**config.mk**
```make
export PLATFORM = sky130hd
export DESIGN_NAME = ucode_ind_seq_flat
export DESIGN_NICKNAME = d
export VERILOG_FILES = /design/src/rtl/ucode_ind_seq_pkg.sv /design/src/rtl/ucode_ind_seq_if.sv /design/src/rtl/ucode_ind_seq_dffre.sv /design/src/rtl/ucode_ind_seq.sv /design/src/flat_wrapper.sv
export SDC_FILE = /design/constraint.sdc
export NUM_CORES = 1
export LEC_CHECK = 0
export ABC_AREA = 1
export BUFFER_PORTS_ARGS = -buffer_cell sky130_fd_sc_hd__buf_2
export CAP_MARGIN = 20
export CORE_AREA = 5 5 42 44
export CTS_BUF_LIST = sky130_fd_sc_hd__clkbuf_8
export CTS_CLUSTER_SIZE = 25
export DETAILED_ROUTE_END_ITERATION = 7
export DIE_AREA = 0 0 47 49
export SLEW_MARGIN = 20
export SYNTH_ARGS = -nofsm -noshare
export SYNTH_HDL_FRONTEND = slang
export SYNTH_HIERARCHICAL = 1
export SYNTH_SLANG_ARGS = --single-unit
```
**constraint.sdc**
```tcl
create_clock -name clk -period 1.9 [get_ports clk]
set_input_delay 0.095 -clock clk [delete_from_list [all_inputs] [get_ports clk]]
set_output_delay 0.095 -clock clk [all_outputs]
set_load 0.02 [all_outputs]
```
**src/rtl/ucode_ind_seq_pkg.sv**
```systemverilog
// Shared microcode index-sequencer encodings: index modes and sequencer states.
package ucode_ind_seq_pkg;

  typedef enum logic [1:0] {
    ModeRaw     = 2'b00,
    ModeByteInc = 2'b01,
    ModeWordInc = 2'b10,
    ModePair    = 2'b11
  } ind_mode_e;

  typedef enum logic [0:0] {
    StIdle  = 1'b0,
    StPair2 = 1'b1
  } ind_state_e;

  localparam int unsigned StateWidth = 1;

  localparam logic [1:0] NumFirst  = 2'd0;
  localparam logic [1:0] NumSecond = 2'd1;

endpackage

```
**src/rtl/ucode_ind_seq_if.sv**
```systemverilog
// Decode/E-stage handshake between the microcode decoder and the index sequencer.
interface ucode_ind_seq_if;

  logic       ind_start_r;
  logic [1:0] ind_mode_r;
  logic       iu_hold_e;
  logic       iu_kill_e;
  logic       sel_wd_inc_r;
  logic       sel_offset_add1_r;
  logic       ind_busy_r;
  logic       ind_valid_e;
  logic [1:0] ind_num_e;
  logic       ind_last_e;

  // Decode/pipeline side.
  modport master (
    output ind_start_r, ind_mode_r, iu_hold_e, iu_kill_e,
    input  sel_wd_inc_r, sel_offset_add1_r, ind_busy_r,
    input  ind_valid_e, ind_num_e, ind_last_e
  );

  // Sequencer side.
  modport slave (
    input  ind_start_r, ind_mode_r, iu_hold_e, iu_kill_e,
    output sel_wd_inc_r, sel_offset_add1_r, ind_busy_r,
    output ind_valid_e, ind_num_e, ind_last_e
  );

endinterface

```
**src/rtl/ucode_ind_seq_dffre.sv**
```systemverilog
// Codebase flop cell: synchronous active-low reset with load enable; reset wins.
module ucode_ind_seq_dffre #(
  parameter int unsigned     Width    = 1,
  parameter logic [Width-1:0] ResetVal = '0
) (
  input  logic             clk,
  input  logic             reset_l,
  input  logic             en,
  input  logic [Width-1:0] d,
  output logic [Width-1:0] q
);

  always_ff @(posedge clk) begin
    if (!reset_l) begin
      q <= ResetVal;
    end else if (en) begin
      q <= d;
    end
  end

endmodule

```
**src/rtl/ucode_ind_seq.sv**
```systemverilog
// Microcode index sequencer: steers index-register selects and tracks one- or
// two-index ops (PAIR) through the E stage.
module ucode_ind_seq
  import ucode_ind_seq_pkg::*;
(
  input  logic            clk,
  input  logic            reset_l,
  input  logic            sm,
  input  logic            sin,
  output logic            so,
  ucode_ind_seq_if.slave  bus
);

  ind_state_e            state_q, state_d;
  logic [StateWidth-1:0] state_raw;
  logic                  valid_q, valid_d;
  logic [1:0]            num_q, num_d;
  logic                  last_q, last_d;
  logic                  capture;
  logic                  hold_en;
  logic                  ord_en;
  ind_mode_e             mode;

  assign mode = ind_mode_e'(bus.ind_mode_r);

  // Capture: an unheld, unkilled cycle that has an index to load.
  assign capture = !bus.iu_kill_e && !bus.iu_hold_e &&
                   ((state_q == StPair2) || bus.ind_start_r);
  assign hold_en = bus.iu_kill_e || !bus.iu_hold_e;
  assign ord_en  = bus.iu_kill_e || capture;

  always_comb begin
    state_d = state_q;
    valid_d = 1'b0;
    num_d   = NumFirst;
    last_d  = 1'b0;
    unique case (state_q)
      StIdle: begin
        if (bus.ind_start_r && !bus.iu_hold_e) begin
          valid_d = 1'b1;
          num_d   = NumFirst;
          last_d  = (mode != ModePair);
          state_d = (mode == ModePair) ? StPair2 : StIdle;
        end
      end
      StPair2: begin
        if (!bus.iu_hold_e) begin
          valid_d = 1'b1;
          num_d   = NumSecond;
          last_d  = 1'b1;
          state_d = StIdle;
        end
      end
      default: state_d = StIdle;
    endcase
    if (bus.iu_kill_e) begin
      state_d = StIdle;
      valid_d = 1'b0;
      num_d   = NumFirst;
      last_d  = 1'b0;
    end
  end

  // Selects and busy are forced low while reset is asserted.
  always_comb begin
    bus.sel_wd_inc_r      = 1'b0;
    bus.sel_offset_add1_r = 1'b0;
    bus.ind_busy_r        = 1'b0;
    if (reset_l) begin
      unique case (state_q)
        StIdle: begin
          if (bus.ind_start_r) begin
            unique case (mode)
              ModeRaw: begin
                bus.sel_wd_inc_r      = 1'b0;
                bus.sel_offset_add1_r = 1'b0;
              end
              ModeByteInc: begin
                bus.sel_wd_inc_r      = 1'b0;
                bus.sel_offset_add1_r = 1'b1;
              end
              ModeWordInc: begin
                bus.sel_wd_inc_r      = 1'b1;
                bus.sel_offset_add1_r = 1'b1;
              end
              ModePair: begin
                bus.sel_wd_inc_r      = 1'b0;
                bus.sel_offset_add1_r = 1'b0;
              end
              default: ;
            endcase
          end
        end
        StPair2: begin
          bus.sel_wd_inc_r      = 1'b1;
          bus.sel_offset_add1_r = 1'b1;
          bus.ind_busy_r        = 1'b1;
        end
        default: ;
      endcase
    end
  end

  ucode_ind_seq_dffre #(
    .Width    (StateWidth),
    .ResetVal (StIdle)
  ) u_state_ff (
    .clk     (clk),
    .reset_l (reset_l),
    .en      (hold_en),
    .d       (state_d),
    .q       (state_raw)
  );

  assign state_q = ind_state_e'(state_raw);

  ucode_ind_seq_dffre #(
    .Width    (1),
    .ResetVal (1'b0)
  ) u_valid_ff (
    .clk     (clk),
    .reset_l (reset_l),
    .en      (hold_en),
    .d       (valid_d),
    .q       (valid_q)
  );

  ucode_ind_seq_dffre #(
    .Width    (2),
    .ResetVal (2'd0)
  ) u_num_ff (
    .clk     (clk),
    .reset_l (reset_l),
    .en      (ord_en),
    .d       (num_d),
    .q       (num_q)
  );

  ucode_ind_seq_dffre #(
    .Width    (1),
    .ResetVal (1'b0)
  ) u_last_ff (
    .clk     (clk),
    .reset_l (reset_l),
    .en      (ord_en),
    .d       (last_d),
    .q       (last_q)
  );

  assign bus.ind_valid_e = valid_q;
  assign bus.ind_num_e   = num_q;
  assign bus.ind_last_e  = last_q;

  // Scan chain is stitched at insertion; functionally so mirrors state bit 0.
  assign so = state_raw[0];

  logic unused_scan;
  assign unused_scan = sm ^ sin;

endmodule

```
**src/flat_wrapper.sv**
```systemverilog
// flat-port wrapper written by rule: the top's interface ports become plain ports
module ucode_ind_seq_flat import ucode_ind_seq_pkg::*;
  (clk, reset_l, sm, sin, so, bus_ind_start_r, bus_ind_mode_r, bus_iu_hold_e, bus_iu_kill_e, bus_sel_wd_inc_r, bus_sel_offset_add1_r, bus_ind_busy_r, bus_ind_valid_e, bus_ind_num_e, bus_ind_last_e);
  ucode_ind_seq_if bus_i ();
  input  logic clk;
  input  logic reset_l;
  input  logic sm;
  input  logic sin;
  output logic so;
  input wire logic [$bits(bus_i.ind_start_r)-1:0] bus_ind_start_r;
  input wire logic [$bits(bus_i.ind_mode_r)-1:0] bus_ind_mode_r;
  input wire logic [$bits(bus_i.iu_hold_e)-1:0] bus_iu_hold_e;
  input wire logic [$bits(bus_i.iu_kill_e)-1:0] bus_iu_kill_e;
  output wire logic [$bits(bus_i.sel_wd_inc_r)-1:0] bus_sel_wd_inc_r;
  output wire logic [$bits(bus_i.sel_offset_add1_r)-1:0] bus_sel_offset_add1_r;
  output wire logic [$bits(bus_i.ind_busy_r)-1:0] bus_ind_busy_r;
  output wire logic [$bits(bus_i.ind_valid_e)-1:0] bus_ind_valid_e;
  output wire logic [$bits(bus_i.ind_num_e)-1:0] bus_ind_num_e;
  output wire logic [$bits(bus_i.ind_last_e)-1:0] bus_ind_last_e;
  assign bus_i.ind_start_r = bus_ind_start_r;
  assign bus_i.ind_mode_r = bus_ind_mode_r;
  assign bus_i.iu_hold_e = bus_iu_hold_e;
  assign bus_i.iu_kill_e = bus_iu_kill_e;
  assign bus_sel_wd_inc_r = bus_i.sel_wd_inc_r;
  assign bus_sel_offset_add1_r = bus_i.sel_offset_add1_r;
  assign bus_ind_busy_r = bus_i.ind_busy_r;
  assign bus_ind_valid_e = bus_i.ind_valid_e;
  assign bus_ind_num_e = bus_i.ind_num_e;
  assign bus_ind_last_e = bus_i.ind_last_e;
  ucode_ind_seq u_core (.clk(clk), .reset_l(reset_l), .sm(sm), .sin(sin), .so(so), .bus(bus_i));
endmodule
```
After elaboration in Yosys (flattened, before gate mapping)
Index checks and enable logic that the tools add are counted.

$lt $le $gt $ge: 0. Multiplexer cells: 25. Reduce and logical (&&, ||, !) cells: 12. Multipliers: 0. Div/mod/pow operators: 0. Eq/ne operators: 4. Add/sub/neg operators: 0. Bitwise logic cells: 1. Shift-type cells: 0.

Operators by type and width (count): 1-bit 2-to-1 mux (16); 1-bit one-hot mux with 2 select lines (7); 2-bit equality test (second input constant) (2); 2-bit one-hot mux with 2 select lines (1); 2-bit OR reduction (2); 1-bit logical AND (3); 1-bit logical OR (3); 3-bit OR reduction (1); 2-bit by 1-bit equality test with 1-bit output (second input constant) (1); 1-bit zero test (2); 2-bit zero test (1); 2-bit 2-to-1 mux (1); 2-bit inequality test (second input constant) (1); 1-bit NOT (1).

Bits in read-only memories: 0. Bits in latches: 0. Memories: 0. Bits in registers: 5. RAM bits: 0.

Logic depth before layout (Yosys ltp)
Gate-level depths: netlist of run 1.

Depth in word-level cells: 6. Depth in mapped cells: 8.

Hierarchy
Netlist of run 1, hierarchy kept.

By module, submodules not included: ucode_ind_seq (seq. area each 0.0 µm², cells an instance 25, area an instance 133.9 µm², times used 1); ucode_ind_seq_dffre at u_core.u_last_ff ... (seq. area each 20.0 µm², cells an instance 6, area an instance 41.3 µm², times used 3); ucode_ind_seq_dffre at u_core.u_num_ff (seq. area each 40.0 µm², cells an instance 12, area an instance 77.6 µm², times used 1).

Worst setup path after synthesis of run 1
OpenSTA, ideal clock, no wires.

Kind: reg2reg. Start point: reg u_core.u_state_ff.q. End point: reg u_core.u_last_ff.q. Stages on the path, launching flop included: 6. Data arrival time: 0.917 ns. Path slack: 0.869 ns. Cells stage by stage: dfxtp_1 -> o21ai_2 -> nand2_1 -> nand2_1 -> nand2_1 -> nor2_2.

Cells in the longest elaborated chain, start to end: 3.

RTL lines: start, declared (line ucode_ind_seq_dffre.sv:10) `output logic [Width-1:0] q`; start signal, assigned (line ucode_ind_seq_dffre.sv:15) `q <= ResetVal;`; 1-bit logical OR (line ucode_ind_seq.sv:28) `((state_q == StPair2) || bus.ind_start_r);`; 1-bit logical AND (line ucode_ind_seq.sv:27) `assign capture = !bus.iu_kill_e && !bus.iu_hold_e &&`; 1-bit logical OR (line ucode_ind_seq.sv:30) `assign ord_en = bus.iu_kill_e || capture;`; via u_core.ord_en (line ucode_ind_seq.sv:21) `logic ord_en;`; end signal, assigned (line ucode_ind_seq_dffre.sv:15); end, declared (line ucode_ind_seq_dffre.sv:10).

The timed path passes the listed nets, and every way through them passes these cells. A chain may end at the register's enable or synchronous reset.

Final worst setup path of run 1
Start point: reg u_core.u_state_ff.q. End point: out bus_sel_offset_add1_r.

Cells in the longest elaborated chain, start to end: 3.

RTL lines: 1-bit NOT (line ucode_ind_seq.sv:70) `unique case (state_q)`; 1-bit one-hot mux with 2 select lines (*) (line ucode_ind_seq.sv:70); 1-bit 2-to-1 mux (*) (line ucode_ind_seq.sv:69) `if (reset_l) begin`; end, declared (line flat_wrapper.sv:15) `output wire logic [$bits(bus_i.sel_offset_add1_r)-1:0] bus_sel_offset_add1_r;`.

Mark *: on every way between the ends. The rest lies on a longest branch, timed or not.

==> flow_metrics.tcl, run 1 <==
set metrics [dict create \
    cts_root_buffer "clkbuf_8" \
    cp_slowest_stage_delay_ns 0.45 \
    globalRouteTotalUtil_pct 6.84 \
    setup.worst_path.start_class "flip-flop" \
    cts_hold_buf 0 \
    finish.net_count 85 \
    timing.critical_path.cells "nand2_1, o21ai_0, buf_2" \
    fp.dieW_um 47 \
    final.setup.worst_slack_ns 0.727 \
    post-cts-setup-buffer-count 0 \
    grt_antenna_before_repair 0 \
    final.min_clock_period_ns 1.17 \
    overall_via_count_from_detail_route 360 \
    drt-pass1-iter-count 2 \
    max_freq_mhz 852 \
    worst_endpoint_required_time_ns 1.80 \
    hold-worst-slack_ns 0.174 \
    power.share.combinational_pct 18.5 \
    setup_violation_total_in_the_final_timing_report 0 \
    dominant_combinational_cell_family_by_area_after_synthesis "simple AND/OR/NAND/NOR gates" \
    synthAdderAreaFrac_pct 7.46 \
    post_synth_and_or_nand_nor_area_fraction_pct 40.3 \
    timing.final.max_slew_violations 0 \
    globalRoute.totalOverflow 0 \
    cts.path.max_buffers 2 \
    post_synth.cell_area_avg_um2 6.10 \
    cp_data_arrival_time_ns 1.08 \
    place.detailed.hpwl_um 569 \
    synth_area_um2 335 \
    route.detailed.drc 0 \
    critical_path.max_fanout 7 \
    muxShareOfSynthArea_pct 0 \
    post_drt_via_cell_ratio 4.04 \
    grt_setup_unrepaired "false" \
    leakage_nw 0.285 \
    pin_count_of_the_biggest_net_entering_global_routing 9 \
    internal_power_mw 0.276 \
    switching_power_mw 0.0968 \
    cts_tree "done" \
    pre_cts_slack_ns 0.888 \
    first_global_vias 297 \
    seq_area_frac_synth_pct 29.9 \
    cp_num_buf_inv 1 \
    core_region_area_um2 1400 \
    critPathTopFamily "flip-flops" \
    wirelength_um 683 \
    cp_slowest_cell "dfxtp_1" \
    finalCritPeriodShare_pct 61.8 \
    yosys.cell_types.count 13 \
    power.density_nw_per_um2 792 \
    diodes 0 \
    synth_compound_area_share_pct 8.96 \
    run_status "finished clean" \
    numCtsBuffers 3 \
    cp-end-kind "primary output" \
    drtAntennaViolNets 0 \
    p_seq_share_pct 31.4 \
    detail_route.wl_per_cell_um 7.67 \
    gp_routability_congestion 0.742 \
    yosys_reg_bits 5 \
    power_switching_share_pct 26.0 \
    yosys.area_share.xor_xnor_pct 0 \
    max_vdd_drop_mv 0.368 \
    synth_nets 66 \
    maxCapViolations 0 \
    tritoncts_num_sinks 5 \
    worst_setup_hold_path_clk_slew_ns 0.03 \
    fraction_of_layout_cells_with_a_size_suffix_above_1_pct 32.9 \
    cts_htree_levels 1 \
    areaGrowthSynthToFinish_pct 40.3 \
    i_o_pin_count 17 \
    floorplan.rows 14 \
    numPortBuffers 14 \
    finalClockSkew_ns 0.00107 \
    power.clock.fraction_pct 50.0 \
    grt_pass1_wl_um 1110 \
    total_of_warnings_raised_by_yosys 6 \
    min_path_type "input pin to flip-flop" \
    hold_viol 0 \
    drt_first_iter_violations 1 \
    worst-setup-path-type "flip-flop to primary output" \
    dieHeight_um 49 \
    cts_resized 0 \
    die-area_um2 2300 \
    syn_inst 55 \
    final.setup.tns_ns 0 \
    clkLatencyLatePin_ns 0.22 \
    starting_density_pct 23.9 \
]
## cell usage after synthesis
master	n	share of area (%)
nor2_1	10	11
a21oi_2	1	2.6
o21ai_2	1	2.6
a21boi_1	1	2.2
inv_1	11	12
ha_1	2	7.5
conb_1	1	1.1
o21ai_0	1	1.5
nand3_1	2	3.0
nand2_2	2	3.7
dfxtp_1	5	30
nor2_2	3	5.6
nand2_1	15	17
## cells in the final DEF (no fill, tap or decap)
cell,n
conb_1,1
nand2_2,2
buf_2,14
nand3_1,2
nand2_1,15
a21oi_2,1
nor2_1,10
dfxtp_1,5
o21ai_0,1
nor2_2,3
ha_1,2
o21ai_2,1
a21boi_1,1
inv_1,12
clkbuf_8,3
## final timing paths
| path | from | endpoint | slack [ns] | cells after the start |
|---|---|---|---|---|
| min | reset_l | u_core/u_num_ff/q[0] | 0.17 | 3 |
| max reg2reg | u_core/u_state_ff/q | u_core/u_last_ff/q | 0.88 | 4 |
| max | u_core/u_state_ff/q | bus_sel_offset_add1_r | 0.73 | 3 |
| min reg2reg | u_core/u_num_ff/q[0] | u_core/u_num_ff/q[0] | 0.46 | 2 |
## tightest hold or removal path, delay by kind of cell
kind | cells | cell delay (ns)
simple gates | 2 | 0.11
buf+inv | 1 | 0.14
## power groups by stage
stage / Clock [mW] / Sequential (mW) / Combinational [mW]
finish: 0.186 / 0.117 / 0.0691
global route: 0.201 / 0.118 / 0.0793
detailed placement: 0 / 0.119 / 0.0701
floorplan: 0 / 0.127 / 0.0363
global placement: 0 / 0.119 / 0.0690
CTS: 0.193 / 0.117 / 0.0703
## sequential cells by signal (all words and copies together), names as in the netlist
| name | count |
|---|---|
| u_core/u_state_ff/q | 1 |
| u_core/u_last_ff/q | 1 |
| u_core/u_valid_ff/q | 1 |
| u_core/u_num_ff/q | 2 |
## layout make-up
type,instances,area (um2)
Tap cell,16,20.0
Clock buffer,3,41.3
Clock inverter,1,3.75
Inverter,11,41.3
Timing Repair Buffer,14,70.1
Multi-Input combinational cell,39,194
Sequential cell,5,100
Fill cell,165,931
## through the flow
stage	util, %	total power [mW]	cell area [um2]	std cells
CTS	33.6	0.381	470	89
detailed placement	30.4	0.189	425	85
finish	33.6	0.373	470	89
global placement	30.4	0.188	425	85
floorplan	-	0.163	335	55
global route	33.6	0.399	470	89
## per-layer routing
layer / GRT usage (%) / share of wire (%)
met1: 7.27 / 44
met2: 9.50 / 42
met3: 7.01 / 14
met4: 1.38 / 0
met5: 0 / 0
## logic make-up (layout without fill, tap and decap cells)
logic type / after synthesis / after routing
and+or+nand+nor: 32 / 32
buffers and inverters: 11 / 29
DFF: 5 / 5
AOI/OAI and AO/OA: 4 / 4
adders and majority gates: 2 / 2
other: 1 / 1
(Power assumes the default switching activity.)
==> run 2: changes to the inputs <==
--- a/config.mk
+++ b/config.mk
@@ -5,7 +5,7 @@
 export SDC_FILE = /design/constraint.sdc
 export NUM_CORES = 1
 export LEC_CHECK = 0
-export ABC_AREA = 1
+export ABC_AREA = 0
 export BUFFER_PORTS_ARGS = -buffer_cell sky130_fd_sc_hd__buf_2
 export CAP_MARGIN = 20
 export CORE_AREA = 5 5 42 44
==> constraint.sdc (replaced) <==
create_clock -name clk -period 1 [get_ports clk]
set_input_delay 0.05 -clock clk [delete_from_list [all_inputs] [get_ports clk]]
set_output_delay 0.05 -clock clk [all_outputs]
set_load 0.02 [all_outputs]
==> flow_metrics.tcl, run 2 <==
set metrics [dict create \
    fp.dieW_um 47 \
    dominant_combinational_cell_family_by_area_after_synthesis "simple AND/OR/NAND/NOR gates" \
    dieHeight_um 49 \
    areaGrowthSynthToFinish_pct 63.3 \
    diodes 0 \
    power.share.combinational_pct 15.5 \
    clkLatencyLatePin_ns 0.22 \
    final.fill_count 158 \
    floorplan.rows 14 \
    min_from "reset_l" \
    worst_setup_hold_path_clk_slew_ns 0.03 \
    finish.net_count 67 \
    synth_ff_type "dfxtp_1" \
    area_of_the_multi_input_gates_um2 233 \
    drt_first_iter_violations 0 \
    power.density_nw_per_um2 1300 \
    cts_tree "done" \
    timing.final.max_slew_violations 0 \
    die-area_um2 2300 \
    cts_htree_levels 1 \
    globalRoute.totalOverflow 0 \
    max_vdd_drop_mv 0.626 \
    internal_power_mw 0.518 \
    gp_routability_congestion 0.603 \
    yosys.cell_types.count 15 \
    number_of_flip_flops_in_the_largest_register 2 \
    seq_area_frac_synth_pct 31.9 \
    place.detailed.hpwl_um 545 \
    critical_path.max_fanout 5 \
    first_global_vias 299 \
    power.clock.fraction_pct 53.5 \
    run_status "complete, but fails checks" \
    critPathTopFamily "flip-flops" \
    finalClockSkew_ns 0.0000429 \
    cp_num_buf_inv 2 \
    yosys-top-cells-count "nor2b_1 (8), dfxtp_1 (5), mux2i_1 (5)" \
    rr_startpoint "u_core/u_state_ff/q" \
    finalCritPeriodShare_pct 104 \
    finish.utilization_pct 36.6 \
    registers.top_by_ff_count "u_core/u_num_ff/q" \
    yosysMostFrequentCell "nor2b_1" \
    cts.path.max_buffers 2 \
    synth_area_um2 314 \
    maxCapViolations 0 \
    pin_count_of_the_biggest_net_entering_global_routing 9 \
    drtAntennaViolNets 0 \
    post_synth_and_or_nand_nor_area_fraction_pct 31.5 \
    final.min_clock_period_ns 1.04 \
    netlist_top_cells_area "dfxtp_1 (32%), mux2i_1 (16%), nor2b_1 (16%)" \
    yosys.area.top_type_share_pct 31.9 \
    worst-setup-path-type "flip-flop to primary output" \
    cpMostUsedCell "buf_6" \
    route.detailed.drc 0 \
    hold_viol 0 \
    leakage_nw 0.252 \
    hold_path_end "u_core/u_state_ff/q" \
    setup_violation_total_in_the_final_timing_report 4 \
    globalRouteTotalUtil_pct 7.46 \
    grt_pass1_wl_um 1260 \
    core_region_area_um2 1400 \
    final.setup.worst_slack_ns -0.0419 \
    timing.critical_path.cells "buf_6, o21a_1, buf_6" \
    min_path_type "input pin to flip-flop" \
    overall_via_count_from_detail_route 298 \
    hold_depth 2 \
    yosys.area_share.xor_xnor_pct 0 \
    synthAdderAreaFrac_pct 7.97 \
    total_of_warnings_raised_by_yosys 6 \
    r2r_end "u_core/u_state_ff/q" \
    cts_root_buffer "clkbuf_8" \
    seq_area_um2 104 \
    final.setup.tns_ns -0.119 \
    detail_route.wl_per_cell_um 9.41 \
    reg2reg_slack_ns 0 \
    layout_commonest_cell "buf_2" \
    worst_endpoint_required_time_ns 0.95 \
    layout_common_cells "buf_2 (11), nor2b_1 (8), mux2i_1 (5)" \
    grt_setup_unrepaired "true" \
    cp_slowest_cell "dfxtp_4" \
    drt-pass1-iter-count 1 \
    cp_data_arrival_time_ns 0.99 \
    synth_compound_area_share_pct 10.4 \
    async_sr_flop_fraction_pct 0 \
    switching_power_mw 0.148 \
    yosys_reg_bits 5 \
    synth_largest_area_cell "dfxtp_1" \
    wirelength_um 668 \
    synth_nets 46 \
    syn_inst 35 \
    timing.reg2reg.worst_path_depth 5 \
    numPortBuffers 14 \
    post_synth.cell_area_avg_um2 8.97 \
    setup.worst_path.start_class "flip-flop" \
    tritoncts_num_sinks 5 \
    fraction_of_layout_cells_with_a_size_suffix_above_1_pct 45.5 \
    starting_density_pct 22.4 \
    i_o_pin_count 17 \
    post_synth_edffs 0 \
    muxShareOfSynthArea_pct 15.9 \
    cp-end-kind "primary output" \
    cp_slowest_stage_delay_ns 0.36 \
    max_freq_mhz 960 \
    post_drt_via_cell_ratio 4.20 \
    p_seq_share_pct 31.1 \
    power_switching_share_pct 22.3 \
    grt_antenna_before_repair 0 \
    violated_checks "negative setup slack" \
    numCtsBuffers 3 \
]
run 2: stage by stage:
step	cell area, um2	instances	hold WS, ns	power, mW	setup WS [ns]
CTS	513	71	0.132	0.682	-0.0507
floorplan	337	35	0.177	0.268	0.0241
global route	513	71	0.151	0.716	-0.113
detailed placement	434	66	0.364	0.307	-0.00856
finish	513	71	0.137	0.666	-0.0419
global placement	434	66	0.356	0.305	0.0320
run 2: worst max path at each step:
stage,depth (start not counted),end,slack [ns],start
CTS,3,bus_sel_offset_add1_r,-0.05,u_core/u_state_ff/q
finish,3,bus_sel_offset_add1_r,-0.04,u_core/u_state_ff/q
global placement,4,u_core/u_last_ff/q,0.03,u_core/u_state_ff/q
detailed placement,4,u_core/u_num_ff/q[0],-0.009,u_core/u_state_ff/q
floorplan,4,u_core/u_last_ff/q,0.02,u_core/u_state_ff/q
global route,5,u_core/u_state_ff/q,-0.11,u_core/u_state_ff/q
run 2: final cells by class:
cell class / count / share of cell area [%]
Sequential cell: 5 / 20.2
Timing Repair Buffer: 16 / 21.0
Tap cell: 16 / 3.90
Multi-Input combinational cell: 29 / 45.4
Inverter: 1 / 0.732
Clock inverter: 1 / 0.732
Clock buffer: 3 / 8.05
run 2: cells by family after synthesis:
kind of cell	Yosys count
and+or+nand+nor	16
adders and majority gates	2
buffers and inverters	1
muxes	5
AOI/OAI and AO/OA	5
other	1
DFF	5
run 2: repair_timing:
item                                    4_1_cts  5_1_grt
gates resized for setup                       8        0
hold buffers                                  0        0
pin swaps                                     4        1
setup buffers                                 1        0
endpoints found under the setup margin        4        7
run 2: worst reg2reg max path, cell delays in order, from the launching register on:
cell and delay (ns):
dfxtp_4 0.36, buf_6 0.12, nand4bb_1 0.15, a21oi_1 0.13, mux2i_1 0.09, nor2b_1 0.10
run 2: power by group through the flow:
stage | Sequential (mW) | Combinational [mW] | Clock [mW]
global route | 0.208 | 0.114 | 0.395
CTS | 0.207 | 0.105 | 0.370
global placement | 0.210 | 0.0956 | 0
detailed placement | 0.210 | 0.0967 | 0
floorplan | 0.217 | 0.0516 | 0
finish | 0.207 | 0.103 | 0.356
run 2: per-layer routing:
layer  vias to the layer above  part of all wire [%]  global-route usage [%]
li1                        157                     -                       -
met1                       130                    48                    9.89
met2                         9                    45                    8.82
met3                         2                   4.8                    2.58
met4                         0                   2.4                    6.91
met5                         -                     0                       0
